**src/rtl/cv32e40p_irq_source.sv**
```systemverilog
// Interrupt source: latches peripheral events into PENDING and drives level irq lines to the core.
// Optional macro CV32E40P_IRQ_SOURCE_SYNC_EN selects a 2-flop input synchronizer instead of one register.
module cv32e40p_irq_source #(
   parameter logic [31:0] IRQ_MASK = 32'hFFFF_0888
) (
   input  logic        clk,
   input  logic        rst_n,
   input  logic [31:0] event_i,
   output logic [31:0] irq_o,
   input  logic        irq_ack_i,
   input  logic [4:0]  irq_id_i,
   input  logic        req_i,
   input  logic        we_i,
   input  logic [3:0]  addr_i,
   input  logic [31:0] wdata_i,
   output logic        gnt_o,
   output logic        rvalid_o,
   output logic [31:0] rdata_o
);

   // Bus handshake: every req_i is granted in the same cycle and answered by
   // exactly one rvalid_o pulse on the following cycle; there is no back-pressure.
   localparam logic [1:0] REG_PENDING = 2'd0;
   localparam logic [1:0] REG_CLEAR   = 2'd1;
   localparam logic [1:0] REG_MODE    = 2'd2;
   localparam logic [1:0] REG_ENABLE  = 2'd3;

   logic [31:0] ev_s_q, ev_p_q;
   logic [31:0] pending_q, pending_d;
   logic [31:0] mode_q, mode_d;
   logic [31:0] enable_q, enable_d;
   logic        rvalid_q;
   logic [31:0] rdata_q, rdata_d;
   logic [31:0] rise, set_mask, clr_mask, ack_mask, rd_val;
   logic [1:0]  sel;
   logic        wr_en, rd_en;
   logic        unused_addr;

   assign sel         = addr_i[3:2];
   assign wr_en       = req_i & we_i;
   assign rd_en       = req_i & ~we_i;
   assign unused_addr = ^addr_i[1:0];

`ifdef CV32E40P_IRQ_SOURCE_SYNC_EN
   logic [31:0] sync1_q;

   always_ff @(posedge clk or negedge rst_n) begin
      if (!rst_n) begin
         sync1_q <= '0;
         ev_s_q  <= '0;
      end else begin
         sync1_q <= event_i;
         ev_s_q  <= sync1_q;
      end
   end
`else
   always_ff @(posedge clk or negedge rst_n) begin
      if (!rst_n) ev_s_q <= '0;
      else        ev_s_q <= event_i;
   end
`endif

   // Rising edges only count for lines in edge mode; level lines are never latched.
   assign rise     = ev_s_q & ~ev_p_q & mode_q;
   assign ack_mask = irq_ack_i ? (32'd1 << irq_id_i) : 32'd0;

   always_comb begin
      set_mask = rise;
      clr_mask = ack_mask;
      mode_d   = mode_q;
      enable_d = enable_q;
      if (wr_en) begin
         case (sel)
            REG_PENDING: set_mask = rise | wdata_i;
            REG_CLEAR:   clr_mask = ack_mask | wdata_i;
            REG_MODE:    mode_d   = wdata_i & IRQ_MASK;
            default:     enable_d = wdata_i & IRQ_MASK;
         endcase
      end
      // Set is applied after clear so a same-cycle set always wins.
      pending_d = ((pending_q & ~clr_mask) | set_mask) & IRQ_MASK;
   end

   always_comb begin
      case (sel)
         REG_PENDING: rd_val = pending_q;
         REG_CLEAR:   rd_val = 32'd0;
         REG_MODE:    rd_val = mode_q;
         REG_ENABLE:  rd_val = enable_q;
         default:     rd_val = 32'd0;
      endcase
      rdata_d = rd_en ? (rd_val & IRQ_MASK) : 32'd0;
   end

   always_ff @(posedge clk or negedge rst_n) begin
      if (!rst_n) begin
         ev_p_q    <= '0;
         pending_q <= '0;
         mode_q    <= '0;
         enable_q  <= '0;
         rvalid_q  <= 1'b0;
         rdata_q   <= '0;
      end else begin
         ev_p_q    <= ev_s_q;
         pending_q <= pending_d;
         mode_q    <= mode_d;
         enable_q  <= enable_d;
         rvalid_q  <= req_i;
         rdata_q   <= rdata_d;
      end
   end

   assign irq_o    = enable_q & ((mode_q & pending_q) | (~mode_q & (ev_s_q | pending_q))) & IRQ_MASK;
   assign gnt_o    = req_i;
   assign rvalid_o = rvalid_q;
   assign rdata_o  = rdata_q;

endmodule
```
**config.mk**
```make
export PLATFORM = sky130hd
export DESIGN_NAME = cv32e40p_irq_source
export DESIGN_NICKNAME = d
export VERILOG_FILES = /design/src/rtl/cv32e40p_irq_source.sv
export SDC_FILE = /design/constraint.sdc
export NUM_CORES = 1
export LEC_CHECK = 0
export BUFFER_PORTS_ARGS = -buffer_cell sky130_fd_sc_hd__buf_2
export CAP_MARGIN = 20
export CORE_MARGIN = 2
export CORE_UTILIZATION = 53
export CTS_CLUSTER_SIZE = 40
export DETAILED_ROUTE_END_ITERATION = 6
export GPL_TIMING_DRIVEN = 0
export PLACE_DENSITY = 0.82
export SETUP_SLACK_MARGIN = 0.2
export SYNTH_ARGS = -nofsm -noshare
export SYNTH_HDL_FRONTEND = slang
export SYNTH_SLANG_ARGS = --single-unit
```
**constraint.sdc**
```tcl
create_clock -name clk -period 1.46 [get_ports clk]
set_input_delay 0.292 -clock clk [delete_from_list [all_inputs] [get_ports clk]]
set_output_delay 0.292 -clock clk [all_outputs]
set_load 0.005 [all_outputs]
```
* Word-level counts from Yosys, hierarchy flattened
Cells that the tools add are included.
Storage, ports and cells: register bits after elaboration 154, input port bits 78, output and inout port bits 66, word-level logic and storage cells 40
Operators by class: equality and inequality tests 3, shift operators 1, multiplexer cells 7, bitwise gates (word level) 18, reduce and logical (&&, ||, !) cells 4
Operators with widths (number):
- $and A32 B32 Y32 | 6
- $mux W32 | 6
- $or A32 B32 Y32 | 5
- $pmux W32 S4 | 1
- $not A32 Y32 | 3
- $shl A1 B5 Y32 const A | 1
- $eq A2 B2 Y1 const B | 2
- $reduce_and A2 Y1 | 2
- $reduce_or A3 Y1 | 1
- $and A1 B1 Y1 | 2
- $eq A2 B1 Y1 const B | 1
- $logic_not A2 Y1 | 1
- $not A1 Y1 | 2

* Depth between registers and ports, before layout
Gate-level depths: netlist (run 1).
depth after elaboration 8, depth in mapped cells 6, depth with buffers taken out 3

* Worst setup path after synthesis (run 1)
Ideal clock, no wire load.
path type input port to flip-flop, from input addr_i[3], to register mode_q[21], library setup time 0.128 ns, data arrival time 1.273 ns, data required time 1.332 ns, setup slack 0.060 ns, stages on the path 5, buffers on the path 3, cell sequence buf_2 > nand4b_1 > buf_2 > buf_2 > mux2_1
Between the ends: longest elaborated chain between the ends 2
RTL lines:
- start, declared | line 14 | input logic [3:0] addr_i,
- $eq A2 B2 Y1 | line 73 | case (sel)
- $reduce_and A2 Y1 (no source line)
- end signal, assigned | line 106 | mode_q <= mode_d;
- end, declared | line 30 | logic [31:0] mode_q, mode_d;
No other way between the ends. A chain may end at the register's enable or synchronous reset.

* Final worst setup path (run 1)
from register ev_s_q[21], to output irq_o[21]
Between the ends: longest elaborated chain between the ends 4
RTL lines:
- start, declared | line 28 | logic [31:0] ev_s_q, ev_p_q;
- start signal, assigned | line 59 | else ev_s_q <= event_i;
- $or A32 B32 Y32 | line 113 | assign irq_o = enable_q & ((mode_q & pending_q) | (~mode_q & (ev_s_q | pending_q))) & IRQ_MASK;
- $and A32 B32 Y32 | line 113
- $or A32 B32 Y32 | line 113
- $and A32 B32 Y32 | line 113
- end, declared | line 9 | output logic [31:0] irq_o,
No other way between the ends.

==> metrics.txt, run 1 <==
instance count of the mapped netlist about 390; Final Skew 0.00631 ns; share of cells above drive strength 1 about two fifths; fin worst setup slack -0.223 ns; input/output buffers 88; worst hold margin approximately 0.029 ns; fmax between 500 and 600 MHz; clock transition at the registers of the reported paths 0.06 ns; final critical-path required period roughly 1.7 ns; CORE AREA just over 9000 um^2; highest net fanout along the worst path 3; effective utilization at floorplan between 50% and 60%; Cell variety after synth 27; M1 wire length between 5000 and 6000 um; utilization after layout 74.1%; met3 wire len between 800 and 900 um; post-detailed-route count of antenna-violating nets 0; part of the cycle the worst path needs 115%; deepest level of the CTS H-tree 4; number of antenna violations at the first check in global routing 0; pre-CTS WS -0.382 ns; total congestion overflow after global routing 0; post-route cell area between 6000 and 7000 um^2; clock tree from TritonCTS built; Critical Path RT around 1.2 ns; row count 35; Reg area between 2000 and 3000 um^2; cell breakdown of the critical path nor2b_4 -> o21a_1 -> buf_2; global-route total usage across every layer about a quarter; number of synthesized register bits approximately 120; outcome complete, but fails checks; number of warning messages in the yosys log 0; largest net degree at the start of global routing 65; clk buf depth 2; area grow syn2layout 37.4%; Final Max Slew Viols 0; clock latency on the worst-skew pair ~0.52 ns; Syn Area/Cell around 13 um^2; total wirelength of the detailed-routed design approximately 12000 um; arrival time reported for the critical path endpoint roughly 1.4 ns; total via count after detailed routing 3778; placed standard-cell area 5640 um^2; Startpoint Class flop; Via density approximately 5.5; count of maximum capacitance violations 0; library cell used as clock root buffer sky130_fd_sc_hd__clkbuf_8; # DRC 0; die width roughly 100 um; Total Negative Setup Slacks -2.95 ns; drt pass-1 iters 4; count of antenna diodes in the layout 0; gpl congestion approximately 0.8; number of endpoints failing setup at the final stage 19; top sig layer met4; violated checks setup timing; area enclosed by the die boundary a little over 10000 um^2; type of the tightest min-delay check in2reg; fill cell total of the finished layout 611; RSZ-0062 raised after global routing true; height of the chip around 100 um; count of final hold-check violations 0; count of routing violations after the opening detailed-route iteration 150; count of nets after finishing 648; Crit-path slowest cell sky130_fd_sc_hd__dfrtp_1; worst stage delay on the critical path approximately 0.41 ns; footprint of the multi-input gates approximately 1900 um^2; wire length on met2 approximately 6400 um; total power per unit cell area 1470 nW/um^2; CTS sink cnt ~120; total clock buffers created by CTS 17; Cell Area, Synth about 5000 um^2; transition time at the pin with the least slew margin 0.678 ns; Post-DP HPWL between 7000 and 8000 um; post-synthesis sequential area ratio about 59%; number of global-route vias before repair around 3900; first-pass GRT wire length around 19000 um; leakage power total 3.23 nW; crit path kind reg2out; kind of capture point of the worst setup path output pin; number of I/O pins 144; Avg WL per Cell ~18 um; relative max-transition margin between 50% and 60%; peak ir drop on the vdd network 0.00111 V
-- critical path, delay by kind of cell, from the launching register on --
kind | cells | cell delay, ns
simple gates | 1 | 0.14
compound gates | 1 | 0.19
flops | 1 | 0.41
buf+inv | 1 | 0.13
-- Yosys cell counts --
cell | n | share of area, %
sky130_fd_sc_hd__nor2b_1 | 22 | 2.8
sky130_fd_sc_hd__a31o_1 | 2 | 0.36
sky130_fd_sc_hd__nand4_1 | 2 | 0.25
sky130_fd_sc_hd__a22oi_1 | 27 | 4.1
sky130_fd_sc_hd__nor2_2 | 1 | 0.13
sky130_fd_sc_hd__nor2_1 | 38 | 2.9
sky130_fd_sc_hd__and2_1 | 2 | 0.25
sky130_fd_sc_hd__and4_1 | 1 | 0.18
sky130_fd_sc_hd__buf_4 | 28 | 4.3
sky130_fd_sc_hd__clkbuf_1 | 5 | 0.38
sky130_fd_sc_hd__and4b_1 | 2 | 0.41
sky130_fd_sc_hd__a32oi_1 | 9 | 1.6
sky130_fd_sc_hd__nand4b_1 | 1 | 0.18
sky130_fd_sc_hd__conb_1 | 1 | 0.076
sky130_fd_sc_hd__nand4_2 | 1 | 0.25
sky130_fd_sc_hd__nand2_1 | 21 | 1.6
sky130_fd_sc_hd__buf_6 | 1 | 0.23
sky130_fd_sc_hd__mux2_1 | 20 | 4.6
sky130_fd_sc_hd__mux2_2 | 37 | 8.5
sky130_fd_sc_hd__nand2b_1 | 1 | 0.13
sky130_fd_sc_hd__inv_1 | 1 | 0.076
sky130_fd_sc_hd__a221o_1 | 17 | 3.5
sky130_fd_sc_hd__nor4bb_1 | 2 | 0.41
sky130_fd_sc_hd__dfrtp_1 | 115 | 59
sky130_fd_sc_hd__buf_2 | 10 | 1.0
sky130_fd_sc_hd__o21a_1 | 19 | 2.9
sky130_fd_sc_hd__o2bb2ai_1 | 2 | 0.36
-- stage by stage --
step                total power [mW]  instances
finish                          9.93        693
global route                    10.4        693
CTS                             9.88        680
detailed placement              5.41        613
global placement                5.32        612
floorplan                       4.83        413
-- per-layer routing --
layer | vias up | global-route usage, %
met5 | - | 0
met3 | 19 | 7.59
li1 | 1722 | -
met4 | 0 | 9.06
met1 | 1888 | 31.5
met2 | 149 | 44.0
-- registers in the layout (all words and copies together) (netlist names) --
name,cells
enable_q,19
rdata_o,19
rvalid_o,1
ev_s_q,19
pending_q,19
mode_q,19
ev_p_q,19
-- final cells by class --
class	instances	area share (%)
Sequential cell	115	42.7
Multi-Input combinational cell	253	28.2
Timing Repair Buffer	138	13.2
Clock inverter	14	3.02
Inverter	1	0.0556
Buffer	44	4.73
Tap cell	111	2.06
Clock buffer	17	6.14
-- final timing paths --
check / start / to / slack, ns / cells past startpoint
max in group asynchronous: rst_n / enable_q[23] / 0.36 / 3
worst min-delay path: wdata_i[26] / mode_q[26] / 0.03 / 2
min in group asynchronous: rst_n / ev_s_q[28] / 0.36 / 2
worst min register to register: ev_s_q[20] / ev_p_q[20] / 0.39 / 0
worst max-delay path: ev_s_q[21] / irq_o[21] / -0.22 / 3
worst max register to register: mode_q[26] / rdata_o[26] / 0.28 / 4
-- report_power, final --
part / leakage (nW) / switching [mW] / internal (mW)
clock: 0.303 / 1.53 / 2.79
sequential: 1.36 / 0.397 / 3.64
combinational: 1.56 / 0.654 / 0.916
total: 3.23 / 2.59 / 7.35
-- cell usage in the layout, fill, tap and decap left out, types with 2 or more instances in the layout --
master	synthesis	final
sky130_fd_sc_hd__a31o_1	2	2
sky130_fd_sc_hd__o2bb2ai_1	2	2
sky130_fd_sc_hd__conb_1	1	26
sky130_fd_sc_hd__a22oi_1	27	27
sky130_fd_sc_hd__nand4_1	2	2
sky130_fd_sc_hd__inv_6	0	3
sky130_fd_sc_hd__nor2b_1	22	14
sky130_fd_sc_hd__dlygate4sd3_1	0	21
sky130_fd_sc_hd__a221o_1	17	17
sky130_fd_sc_hd__clkbuf_1	5	4
sky130_fd_sc_hd__nor4bb_1	2	2
sky130_fd_sc_hd__and4b_1	2	2
sky130_fd_sc_hd__nor2b_4	0	8
sky130_fd_sc_hd__clkinv_4	0	6
sky130_fd_sc_hd__clkbuf_16	0	16
sky130_fd_sc_hd__mux2_1	20	20
sky130_fd_sc_hd__and2_1	2	2
sky130_fd_sc_hd__o21a_1	19	19
sky130_fd_sc_hd__buf_4	28	58
sky130_fd_sc_hd__dfrtp_1	115	114
sky130_fd_sc_hd__nand2_1	21	21
sky130_fd_sc_hd__a32oi_1	9	9
sky130_fd_sc_hd__mux2_2	37	37
sky130_fd_sc_hd__buf_6	1	3
sky130_fd_sc_hd__buf_2	10	92
sky130_fd_sc_hd__bufinv_16	0	4
sky130_fd_sc_hd__nor2_1	38	38
-- logic make-up after synthesis --
group,Yosys count,synth area share [%]
AOI/OAI and AO/OA,76,12.8
other,1,0.0763
buffers and inverters,45,5.98
muxes,57,13.1
DFF,115,58.6
and+or+nand+nor,94,9.50
-- what timing repair did --
action,CTS,global route
gates cloned,0,0
gates resized for setup,6,12
setup endpoints to repair,44,50
hold buffers,21,0
pin swaps,0,1
hold endpoints to repair,71,0
buffers inserted,15,13
Note: power is estimated with default switching activity, not from simulation.
==> run 2: changes to the inputs <==
- RECOVER_POWER: not set -> 25
==> run 2 against run 1 <==
Compared with the run above:
- the run still ends with setup timing left
- combinational power barely moved
- critical path type unchanged
- critical path depth did not move
- non-clock buffer count did not move
- flip-flop and latch count did not move
- sequential power barely moved
- core utilization fell by 0.11 points
- power barely moved
- first-iteration DRC count rose by 16%
- cell area fell by 0.15%
- largest cell class unchanged
==> metrics.txt, run 2 (synthesis gave the netlist of run 1 again) <==
RR Endpoint rdata_o[26]; transition time at the pin with the least slew margin 0.725 ns (+0.0476 ns); fmax 595 MHz (+0.12%); post-detailed-route count of antenna-violating nets 0 (unchanged); arrival time reported for the critical path endpoint 1.39 ns (about the same); final critical-path required period 1.68 ns (-0.00204 ns); setup slack, reg-to-reg 0.27 ns (about the same); crit path kind reg2out; number of antenna violations at the first check in global routing 0 (unchanged); global routing usage on met1 31.5% (unchanged); area enclosed by the die boundary 10100 um^2 (unchanged); fin worst setup slack -0.221 ns (+0.00204 ns); input/output buffers 88 (unchanged); Final Skew 0.00675 ns (+0.000440 ns); cells on worst reg2reg path 4 (unchanged); area grow syn2layout 37.2%; total clock buffers created by CTS 17 (unchanged); library cell used as clock root buffer sky130_fd_sc_hd__clkbuf_8; number of I/O pins 144 (unchanged); row count 35 (unchanged); die width 100 um (unchanged); largest net degree at the start of global routing 65 (unchanged); effective utilization at floorplan 53.9% (unchanged); kind of capture point of the worst setup path output pin; height of the chip 100 um (unchanged); power after layout 9.93 mW (about the same); peak-usage layer in the global routing report met2; commonest cells after routing, fill and taps aside 114 x sky130_fd_sc_hd__dfrtp_1, 90 x sky130_fd_sc_hd__buf_2, 42 x sky130_fd_sc_hd__buf_4; Via density 5.43 (-0.45%); global-route total usage across every layer 25.8% (unchanged); gpl congestion 0.800 (unchanged); leakage power total 3.22 nW (-0.48%); most frequent standard cell in the layout excluding fill and tap cells sky130_fd_sc_hd__dfrtp_1; count of final hold-check violations 0 (unchanged); share of cells above drive strength 1 39.9% (-0.69 points); Final Max Slew Viols 0 (unchanged); highest net fanout along the worst path 3 (unchanged); Total Negative Setup Slacks -2.90 ns (+0.0508 ns); type of the tightest min-delay check in2reg; first-pass GRT wire length 19400 um (unchanged); clock tree from TritonCTS built; Worst Min Path Start wdata_i[26]; count of routing violations after the opening detailed-route iteration 174 (+16%); Startpoint Class flop; peak ir drop on the vdd network 0.00112 V (+0.66%); clock transition at the registers of the reported paths 0.06 ns (about the same); clk buf depth 2 (unchanged); Post-DP HPWL 7610 um (unchanged); CORE AREA 9110 um^2 (unchanged); total congestion overflow after global routing 0 (unchanged); clock latency on the worst-skew pair 0.52 ns (about the same); number of endpoints failing setup at the final stage 19 (unchanged); total power per unit cell area 1470 nW/um^2 (about the same); # DRC 0 (unchanged); Critical Path RT 1.17 ns (about the same); drt pass-1 iters 4 (unchanged); Critical Path Start ev_s_q[21]; total wirelength of the detailed-routed design 12500 um (+0.15%); CTS sink cnt 115 (unchanged); launching point of the worst reg2reg path mode_q[26]; Avg WL per Cell 18.0 um (+0.15%); met2 capacity usage during global routing 44.0% (unchanged); Hold Path Sink mode_q[26]; deepest level of the CTS H-tree 4 (unchanged); number of stages on the worst hold path 2 (unchanged); violated checks setup timing; part of the cycle the worst path needs 115% (-0.14 points); count of nets after finishing 648 (unchanged); fraction of met3 tracks used by global routing 7.59% (unchanged); count of maximum capacitance violations 0 (unchanged); count of antenna diodes in the layout 0 (unchanged); number of global-route vias before repair 3862 (unchanged); relative max-transition margin 51.7% (-3.2 points); outcome complete, but fails checks; total via count after detailed routing 3761 (-0.45%); utilization after layout 74.0% (-0.11 points); RSZ-0062 raised after global routing true
run 2: cell types whose count changed in the layout (fill, tap and decap cells not counted):
cell | before | now
sky130_fd_sc_hd__buf_2 | 92 | 90
sky130_fd_sc_hd__buf_4 | 58 | 42
sky130_fd_sc_hd__clkbuf_1 | 4 | 8
sky130_fd_sc_hd__clkbuf_4 | 1 | 15
run 2: final cells by class:
class,count,area (um^2)
Timing Repair Buffer,138,881
Tap cell,111,139
Buffer,44,319
Sequential cell,115,2880
Fill cell,617,2370
Inverter,1,3.75
Clock inverter,14,204
Clock buffer,17,414
Multi-Input combinational cell,253,1900
run 2: worst max-delay path, cell delays in order (launching register included):
cell and delay [ns]:
sky130_fd_sc_hd__dfrtp_1 0.41, sky130_fd_sc_hd__nor2b_4 0.14, sky130_fd_sc_hd__o21a_1 0.19, sky130_fd_sc_hd__buf_2 0.13
run 2: how the worst max path moves through the flow:
stage | end | slack [ns] | depth (start not counted)
finish | irq_o[21] | -0.22 | 3
global route | irq_o[21] | -0.27 | 3
CTS | irq_o[21] | -0.23 | 3
detailed placement | rdata_o[21] | -0.38 | 5
global placement | rdata_o[19] | -1.18 | 1
floorplan | pending_q[16] | 0.08 | 6
run 2: through the flow:
stage	cell area, um^2	hold slack, ns	setup WS, ns	std cells
after detailed placement	5640	0.367	-0.382	613
after global routing	6740	0.0137	-0.267	693
after CTS	6610	0.0161	-0.227	680
after floorplan	5030	-0.00359	0.0805	413
after global placement	5610	0.374	-1.18	612
final	6740	0.0310	-0.221	693
run 2: power breakdown:
part | internal, mW | switching (mW) | total [mW]
clock network | 2.79 | 1.53 | 4.32
logic | 0.912 | 0.654 | 1.57
registers | 3.64 | 0.398 | 4.04
total | 7.34 | 2.58 | 9.93
run 2: metal layers:
metal  part of all wire (%)  vias up
met4                    1.8        0
met5                      0        -
met1                     40     1859
li1                       -     1722
met3                    7.2       21
met2                     51      159
run 2: repair_timing:
action / in CTS / in global routing
buffers inserted: 15 / 13
gates cloned: 0 / 0
resized for setup: 6 / 12
hold buffers: 21 / 0
hold endpoints to repair: 71 / 0
setup endpoints to repair: 44 / 50
pin swaps: 0 / 1
==> run 3: changes to the inputs <==
- CORE_UTILIZATION: 53 -> 52
- PLACE_DENSITY: 0.82 -> 0.8
- clock period: 1.46 -> 1.72 ns (I/O delays scaled with it)
==> run 3 against run 2 <==
Compared with the run above:
- the run now ends clean
- sequential power shrank 15%
- clock-buffer cell count grew 2
- core utilization shrank 1.3 points
- worst hold slack gained 0.069 ns
- worst setup slack gained 0.24 ns
- largest power group unchanged
- highest routed layer unchanged
==> metrics.txt, run 3 (synthesis gave the netlist of run 1 again) <==
part of the cycle the worst path needs between 90 and 100%; effective utilization at floorplan 53.4% (-0.51 points); total power per unit cell area 1250 nW/um^2 (-15%); fraction of power consumed by the clock network 43.4% (about the same); wire length on met2 6220 um (-2.0%); Final Max Slew Viols 0 (unchanged); Worst Min Path Start req_i; clock latency on the worst-skew pair 0.51 ns (about the same); count of antenna diodes in the layout 0 (unchanged); most frequent standard cell in the layout excluding fill and tap cells sky130_fd_sc_hd__dfrtp_1; CTS sink cnt 115 (unchanged); total clock buffers created by CTS 17 (unchanged); Levels on crit path 3 (unchanged); Critical Path Start ev_s_q[23]; CP top delay family flip-flops; post-detailed-route count of antenna-violating nets 0 (unchanged); number of I/O pins 144 (unchanged); top sig layer met4; first-pass GRT wire length 19100 um (-1.4%); total wirelength of the detailed-routed design 12500 um (about the same); highest net fanout along the worst path 3 (unchanged); clk buf depth 2 (unchanged); Final Skew 0.00664 ns (-0.000106 ns); relative max-transition margin 53.4% (+1.8 points); type of the tightest min-delay check in2reg; count of routing violations after the opening detailed-route iteration 165 (-5.2%); library cell used as clock root buffer sky130_fd_sc_hd__clkbuf_8; # DRC 0 (unchanged); transition time at the pin with the least slew margin 0.698 ns (-0.0267 ns); area grow syn2layout 36.1%; fill cell total of the finished layout 613 (-0.65%); CORE AREA 9200 um^2 (+0.96%); worst stage delay on the critical path 0.39 ns (-0.02 ns); RSZ-0062 raised after global routing true; met3 wire len 851 um (-5.9%); largest net degree at the start of global routing 67 (+3.1%); internal portion of total power 6.23 mW (-15%); arrival time reported for the critical path endpoint 1.36 ns (-0.03 ns); sequential share of power 41.0% (+0.3 points); Crit-path slowest cell sky130_fd_sc_hd__dfrtp_1; power after layout 8.38 mW (-16%); Switch Pwr 2.15 mW (-17%); setup slack, reg-to-reg 0.56 ns (+0.29 ns); final critical-path required period 1.70 ns; deepest level of the CTS H-tree 4 (unchanged); footprint of the multi-input gates 1910 um^2 (+0.53%); combinational power share 15.6% (-0.2 points); Post-DP HPWL 7820 um (+2.8%); count of maximum capacitance violations 0 (unchanged); leakage power total 3.19 nW (-0.92%); commonest cells after routing, fill and taps aside 115 x sky130_fd_sc_hd__dfrtp_1, 94 x sky130_fd_sc_hd__buf_2, 38 x sky130_fd_sc_hd__nor2_1; clock tree from TritonCTS built; number of antenna violations at the first check in global routing 1 (+1); fmax approximately 590 MHz; area enclosed by the die boundary 10200 um^2 (+1.8%); Critical Path RT 1.38 ns (+0.21 ns); outcome complete, no violations; share of cells above drive strength 1 39.6% (-0.31 points); drt pass-1 iters 5 (+1); cell breakdown of the critical path nor2b_1 -> o21a_1 -> buf_2; count of nets after finishing 644 (-0.62%); M1 wire length 5130 um (+2.4%); gpl congestion 0.803 (+0.45%); end point of the critical path irq_o[23]; Total Negative Setup Slacks 0 ns (+2.90 ns); Avg WL per Cell 18.1 um (+0.50%); row count 35 (unchanged); peak ir drop on the vdd network 0.000840 V (-25%); kind of capture point of the worst setup path output pin; die width 101 um (+0.92%); RR Endpoint pending_q[31]; Via density 5.49 (+1.1%); switching share of power 25.6% (-0.39 points); count of final hold-check violations 0 (unchanged); Startpoint Class flop; crit path kind reg2out; total congestion overflow after global routing 0 (unchanged); clock transition at the registers of the reported paths 0.06 ns (about the same); number of global-route vias before repair 3837 (-0.65%); input/output buffers 88 (unchanged); number of endpoints failing setup at the final stage 0 (-19); launching point of the worst reg2reg path ev_s_q[31]; height of the chip 101 um (+0.92%); cells on worst reg2reg path 5 (+1); worst path bufs/invs 1 (unchanged); global-route total usage across every layer 25.1% (-0.75 points); Reg area 2880 um^2 (about the same); total via count after detailed routing 3787 (+0.69%)
==> run 3: changes by cell type in the layout (fill, tap and decap cells not counted), sizes merged <==
cell | previous run | this run
buf | 137 | 132
clkbuf | 41 | 45
clkinvlp | 0 | 3
inv | 4 | 1
clkinv | 7 | 6
dlygate4sd3 | 21 | 20
==> run 3: cell type report <==
type | instances | area share (%)
clock buffer | 19 | 6.45
clock inverter | 13 | 2.75
buffer | 44 | 4.32
multi-input combinational | 253 | 28.6
inverter | 1 | 0.0561
tap | 111 | 2.08
sequential | 115 | 43.0
timing repair buffer | 134 | 12.7
==> run 3: how the worst min path moves through the flow <==
| stage | to | slack (ns) | cells past startpoint |
|---|---|---|---|
| after floorplan | enable_q[11] | 0.05 | 0 |
| after CTS | rvalid_o | 0.02 | 1 |
| final | rvalid_o | 0.10 | 1 |
| after global routing | mode_q[24] | 0.09 | 2 |
| after global placement | ev_p_q[28] | 0.38 | 0 |
| after detailed placement | ev_p_q[25] | 0.38 | 0 |
==> run 3: power groups by stage <==
| stage | combinational (mW) | clock [mW] | sequential, mW |
|---|---|---|---|
| 2_1_floorplan | 0.746 | 0 | 3.35 |
| 3_3_place_gp | 1.11 | 0 | 3.40 |
| 3_5_place_dp | 1.17 | 0 | 3.43 |
| 4_1_cts | 1.26 | 3.66 | 3.40 |
| 5_1_grt | 1.43 | 3.79 | 3.48 |
| 6_report | 1.31 | 3.63 | 3.43 |
==> run 3: worst register-to-register path: cells and delay by family, from the launching register on <==
family          cells  cell delay [ns]
flops               1             0.39
buf+inv             2             0.27
compound gates      1             0.27
simple gates        2             0.12
==> run 3: routing by layer <==
metal	GRT usage, %	up-vias
li1	-	1708
met1	31.8	1888
met2	41.4	167
met3	6.49	24
met4	10.2	0
met5	0	-
==> run 3: through the flow <==
step                      hold slack [ns]  cell area, um^2  worst slack, ns  util, %  std cells
after floorplan                    0.0484             5010            0.268        -        413
after global placement              0.375             5590           -0.960     60.7        612
after detailed placement            0.381             5620           -0.141     61.1        613
after CTS                          0.0248             6570           0.0139     71.4        683
after global routing               0.0912             6690          -0.0305     72.7        690
final                               0.100             6690           0.0162     72.7        690
==> run 3: repair_timing <==
| action | in CTS | in global routing |
|---|---|---|
| buffers inserted | 18 | 7 |
| endpoints found under the setup margin | 19 | 19 |
| gates resized for setup | 0 | 20 |
| hold buffers | 20 | 0 |
| pin swaps | 0 | 2 |
| endpoints found under the hold margin | 68 | 0 |
